===== config.mk =====
export PLATFORM = sky130hd
export DESIGN_NAME = wb_stream_master
export DESIGN_NICKNAME = d
export VERILOG_FILES = /design/src/rtl/wb_stream_master.sv
export SDC_FILE = /design/constraint.sdc
export NUM_CORES = 1
export LEC_CHECK = 0
export ABC_AREA = 1
export CAP_MARGIN = 5
export CORE_ASPECT_RATIO = 1.1
export CORE_MARGIN = 2
export CORE_UTILIZATION = 65
export DETAILED_ROUTE_END_ITERATION = 8
export DONT_BUFFER_PORTS = 1
export GPL_ROUTABILITY_DRIVEN = 0
export PLACE_DENSITY = 0.85
export RECOVER_POWER = 50
export SYNTH_ARGS = -nofsm -noshare
export SYNTH_HDL_FRONTEND = slang
export SYNTH_SLANG_ARGS = --single-unit

===== constraint.sdc =====
create_clock -name clk -period 2.4 [get_ports clk]
set_input_delay 0.48 -clock clk [delete_from_list [all_inputs] [get_ports clk]]
set_output_delay 0.48 -clock clk [all_outputs]
set_load 0.1 [all_outputs]

===== src/rtl/wb_stream_master.sv =====
// wb_stream_master: byte-stream command front end driving a Wishbone classic master
module wb_stream_master #(
  parameter int ADDR_BYTES = 3,
  parameter int DATA_BYTES = 1,
  parameter bit AUTO_INC = 1,
  parameter int TIMEOUT = 255
) (
  input  logic                    clk,
  input  logic                    rst_n,
  input  logic                    frame,
  input  logic [7:0]              rx_data,
  input  logic                    rx_valid,
  output logic [7:0]              tx_data,
  output logic                    tx_valid,
  input  logic                    tx_ready,
  output logic                    o_wb_cyc,
  output logic                    o_wb_stb,
  output logic                    o_wb_we,
  output logic [8*ADDR_BYTES-1:0] o_wb_adr,
  output logic [8*DATA_BYTES-1:0] o_wb_dat,
  output logic [DATA_BYTES-1:0]   o_wb_sel,
  input  logic [8*DATA_BYTES-1:0] i_wb_dat,
  input  logic                    i_wb_ack,
  input  logic                    i_wb_err,
  output logic [2:0]              err_sticky,
  input  logic                    err_clr,
  output logic                    busy
);
  localparam int AW = 8*ADDR_BYTES;
  localparam int DW = 8*DATA_BYTES;
  localparam int TW = TIMEOUT > 1 ? $clog2(TIMEOUT + 1) : 1;
  typedef enum logic [2:0] {S_CMD, S_ADDR, S_WDATA, S_WREQ, S_RREQ, S_RDATA, S_DISCARD} state_t;
  state_t state, nxt;
  logic open, is_read;
  logic [1:0] cnt;
  logic [TW-1:0] tmo;
  logic [DW-1:0] rbuf;
  logic last_rx, last_tx, hs, tmo_hit, term;
  assign last_rx = cnt == 2'(state == S_ADDR ? ADDR_BYTES-1 : DATA_BYTES-1);
  assign last_tx = cnt == 2'(DATA_BYTES-1);
  assign hs = tx_valid && tx_ready;
  assign tmo_hit = TIMEOUT != 0 && tmo == TW'(TIMEOUT-1);
  assign term = open && (i_wb_ack || i_wb_err || tmo_hit);
  // state register
  always_ff @(posedge clk or negedge rst_n)
    if (!rst_n) state <= S_CMD;
    else state <= nxt;
  // next state; an open bus cycle always finishes before frame loss is honoured
  always_comb begin
    nxt = state;
    case (state)
      S_CMD:     if (frame && rx_valid) nxt = (rx_data == 8'h02 || rx_data == 8'h0B) ? S_ADDR : S_DISCARD;
      S_ADDR:    if (!frame) nxt = S_CMD; else if (rx_valid && last_rx) nxt = is_read ? S_RREQ : S_WDATA;
      S_WDATA:   if (!frame) nxt = S_CMD; else if (rx_valid && last_rx) nxt = S_WREQ;
      S_WREQ:    if (term) nxt = frame ? S_WDATA : S_CMD;
      S_RREQ:    if (term) nxt = frame ? S_RDATA : S_CMD; else if (!open && !frame) nxt = S_CMD;
      S_RDATA:   if (!frame) nxt = S_CMD; else if (hs && last_tx) nxt = S_RREQ;
      S_DISCARD: if (!frame) nxt = S_CMD;
      default:   nxt = S_CMD;
    endcase
  end
  // datapath: byte shifters, bus cycle/timeout tracking, read buffer and sticky errors
  always_ff @(posedge clk or negedge rst_n) begin
    if (!rst_n) begin
      open <= 1'b0;
      is_read <= 1'b0;
      cnt <= '0;
      tmo <= '0;
      o_wb_adr <= '0;
      o_wb_dat <= '0;
      rbuf <= '0;
      tx_valid <= 1'b0;
      err_sticky <= '0;
    end else begin
      cnt <= nxt != state ? 2'd0 : cnt + 2'((rx_valid && (state == S_ADDR || state == S_WDATA)) || (state == S_RDATA && hs));
      if (state == S_CMD && frame && rx_valid) is_read <= rx_data == 8'h0B;
      if (state == S_ADDR && frame && rx_valid) o_wb_adr <= (o_wb_adr << 8) | AW'(rx_data);
      else if (term && AUTO_INC) o_wb_adr <= o_wb_adr + AW'(1);
      if (state == S_WDATA && frame && rx_valid) o_wb_dat <= (o_wb_dat << 8) | DW'(rx_data);
      open <= open ? !term : nxt == S_WREQ || (state == S_RREQ && frame);
      tmo <= open && !term ? tmo + TW'(1) : '0;
      if (term && is_read) rbuf <= i_wb_ack && !i_wb_err ? i_wb_dat : '1;
      else if (state == S_RDATA && hs) rbuf <= rbuf << 8;
      tx_valid <= nxt == S_RDATA;
      err_sticky <= (err_clr ? 3'b000 : err_sticky) | {rx_valid && open, open && tmo_hit && !i_wb_ack && !i_wb_err, open && i_wb_err};
    end
  end
  // outputs derived from the open-cycle flag and read buffer
  always_comb begin
    o_wb_cyc = open;
    o_wb_stb = open;
    o_wb_we = open && !is_read;
    o_wb_sel = '1;
    tx_data = rbuf[DW-1 -: 8];
    busy = state != S_CMD || open;
  end
endmodule

==> results of run 1 <==
## cells in the final DEF, fill, tap and decap left out, types with 2 or more instances in the layout
master,count
o21ai_0,27
nor2_1,32
clkinv_2,2
nand3_1,22
a21oi_1,10
buf_4,28
clkbuf_8,10
nor3b_1,2
dfrtp_1,58
buf_12,2
nor2_2,3
o21ai_1,3
nand2_2,3
inv_1,58
nand3_2,5
nand4_1,10
nor2_4,2
ha_1,4
and3_1,2
o211ai_1,10
o221ai_1,9
xor2_1,13
inv_2,4
nand2_1,115
nor3_4,2
clkbuf_2,3
clkbuf_1,18
bufinv_16,3
xnor2_1,8
nor3_1,7
nor3_2,2
o22ai_1,3
## metrics by stage
step,std cells,setup WS (ns)
after floorplan,433,0.0850
after global placement,533,0.666
after detailed placement,533,0.567
after CTS,550,0.421
after global routing,550,0.261
final,550,0.345
## registers in the layout, summed over array words and instances, names as in the netlist
signal and count:
is_read 1, state 3, o_wb_adr 24, tmo 8, err_sticky 3, tx_valid 1, cnt 2, o_wb_cyc 1
tx_data 8, o_wb_dat 8
## cells by family after synthesis
family                   after synthesis  share of synthesized area (%)
AO/OA/AOI/OAI                         66                           12.0
flip-flops                            59                           43.7
other                                  1                          0.111
AND/OR/NAND/NOR                      212                           29.0
XOR/XNOR                              21                           5.45
buffers and inverters                 70                           8.19
adder cells (fa/ha/maj)                4                           1.48
## worst paths after layout
check / start / endpoint / slack (ns)
min in group asynchronous: rst_n / tmo[3] / 0.48
max in group asynchronous: rst_n / o_wb_cyc / 0.94
setup / recovery: tx_data[0] / tx_data[0] / 0.34
setup reg to reg: tmo[0] / o_wb_adr[14] / 0.45
hold / removal: err_clr / err_sticky[1] / 0.23
hold reg to reg: tmo[0] / tmo[0] / 0.51
## cell type report
| type | count | area (µm²) |
|---|---|---|
| multi-input cells | 304 | 1630 |
| flip-flops and latches | 59 | 1480 |
| fillers | 330 | 1010 |
| repair buffers | 51 | 333 |
| inverters | 62 | 233 |
| clock buffers | 11 | 141 |
| clock inverters | 5 | 100 |
| well taps | 58 | 72.6 |
## layer usage
metal	vias to the layer above	track usage [%]	part of all wire [%]
met5	-	0	0
met4	0	15.0	3.7
met3	45	9.72	9.5
met2	229	56.3	49
met1	1620	43.0	38
li1	1520	-	-
==> key figures, run 1 <==
Worst setup path
  – WP buf/inv: 1
  – Crit-path max cell delay: approximately 0.89 ns
  – Crit path max-delay cell type: buf_1
  – CP cell instances: buf_1
  – Critical path depth: 1
  – Critical Path Source Type: flop
  – CP Data Required Time: approximately 1.9 ns
  – CP Data Arrival Time: 1.58 ns
  – Crit. End Element: output port
  – CP max FO: 2
  – Crit Path Class: flop to output port
  – Worst r2r path cells: 12
  – CP delay by family, top: buffers and inverters

Global route
  – Largest net degree at the start of global routing: 60
  – Vias in the first global route: ~3300
  – GRT Util Overall: between 30% and 40%
  – Overflow after GRT: 0
  – First-pass GRT wire length: 15.4 mm
  – Initial antenna violation count: 0

Die
  – Num ports: 73
  – Core area: between 0.004 and 0.005 mm²
  – Die width: between 70 and 80 µm
  – Die Y-Extent: 79.6 µm
  – Die area: a little under 0.006 mm²
  – Initial Utilization: 67.5%
  – Cell Rows: 27

Final layout
  – Layout cell share with drive strength beyond 1: 14.8%
  – Layout area overhead: 18.1%
  – # diodes: 0
  – Fin area: between 0.003 and 0.004 mm²
  – Layout Nets: 515
  – Final core occ: 79.8%

Synthesis
  – Most instantiated cells after synthesis: nand2_1 (115), dfrtp_1 (59), inv_1 (58), nor2_1 (33), o21ai_0 (27)
  – Post-Syn Instances: 433
  – Cell taking the most area after synthesis: dfrtp_1
  – Seq/Total Area, Yosys: 43.7%
  – Ys flop type: dfrtp_1
  – Syn_area_per_cell: ~7.8 µm²
  – Top-area cell type share of the netlist area: 43.7%
  – Net Count, Synth: 461
  – FFs w/ async S/R, synth: 100%
  – Most numerous cell in the Yosys netlist: nand2_1
  – Synth Register Bits: 59
  – Post-synth EDFFs: 0
  – Synth unique cells: 38
  – Mapped Area: around 0.0034 mm²
  – Area contributors post-synth: dfrtp_1 (44%), nand2_1 (13%), inv_1 (6.4%)
  – Yosys warnings: 0

Drt
  – Routed WL per cell: 16.9 µm
  – DR pass1 iterations: 7
  – DRT iter0 DRCs: 412
  – DRC violations left: 0
  – Routed Antenna Nets: 0
  – DR vias: 3414
  – DR vias/cell: 6.21
  – Final WL: 9.28 mm

Place
  – Hpwl dp: 6.13 mm
  – Port buffer count: 0
  – Placement-stage cell area: roughly 0.0038 mm²

Timing
  – Clk_skew: a little over 0.01 ns
  – Final setup fails: 0
  – Fin crit share: 85.6%
  – Setup total negative slack: 0 ns
  – Final hold vios: 0
  – Slew @ Worst Pin: between 1 and 1.5 ns
  – RSZ-0062 raised after global routing: no
  – Slew HR: under 10%
  – Fin. max-slew vios: 0
  – Hold Slack: 0.229 ns
  – Peak Freq: 487 MHz
  – Crit path time final: 2.06 ns

Job
  – Max Cap Viol: 0

Clock network
  – Num CTS Buffers: 9
  – Skew-Pair Late Insertion Delay: 0.35 ns
  – CTS clock-pin slew for the worst setup and hold paths: 0.07 ns
  – CTS Buffer Depth: 2
  – Post-cts sizing count: 0
  – Hold-fix buffers, CTS: 1
  – Post-CTS setup buffers: 0
  – CTS root buf: clkbuf_8
  – H-tree depth: 3
  – Sink Count: 59
  – CTS tree: done

Hold path
  – HP Class: primary input to flop
  – WHS Path Cells: 1

Status
  – Status: finished clean
Power of run 1 is not shown: default switching activity piles up to over one toggle a cycle in this logic, so the estimate is an artifact.
==> run 2: changes to the inputs <==
GPL_TIMING_DRIVEN = 1   (was not set)
==> results of run 2 <==
The final DEF is identical to that of run 1; final timing and power are the same.
Power of run 2 is left out for the same reason.
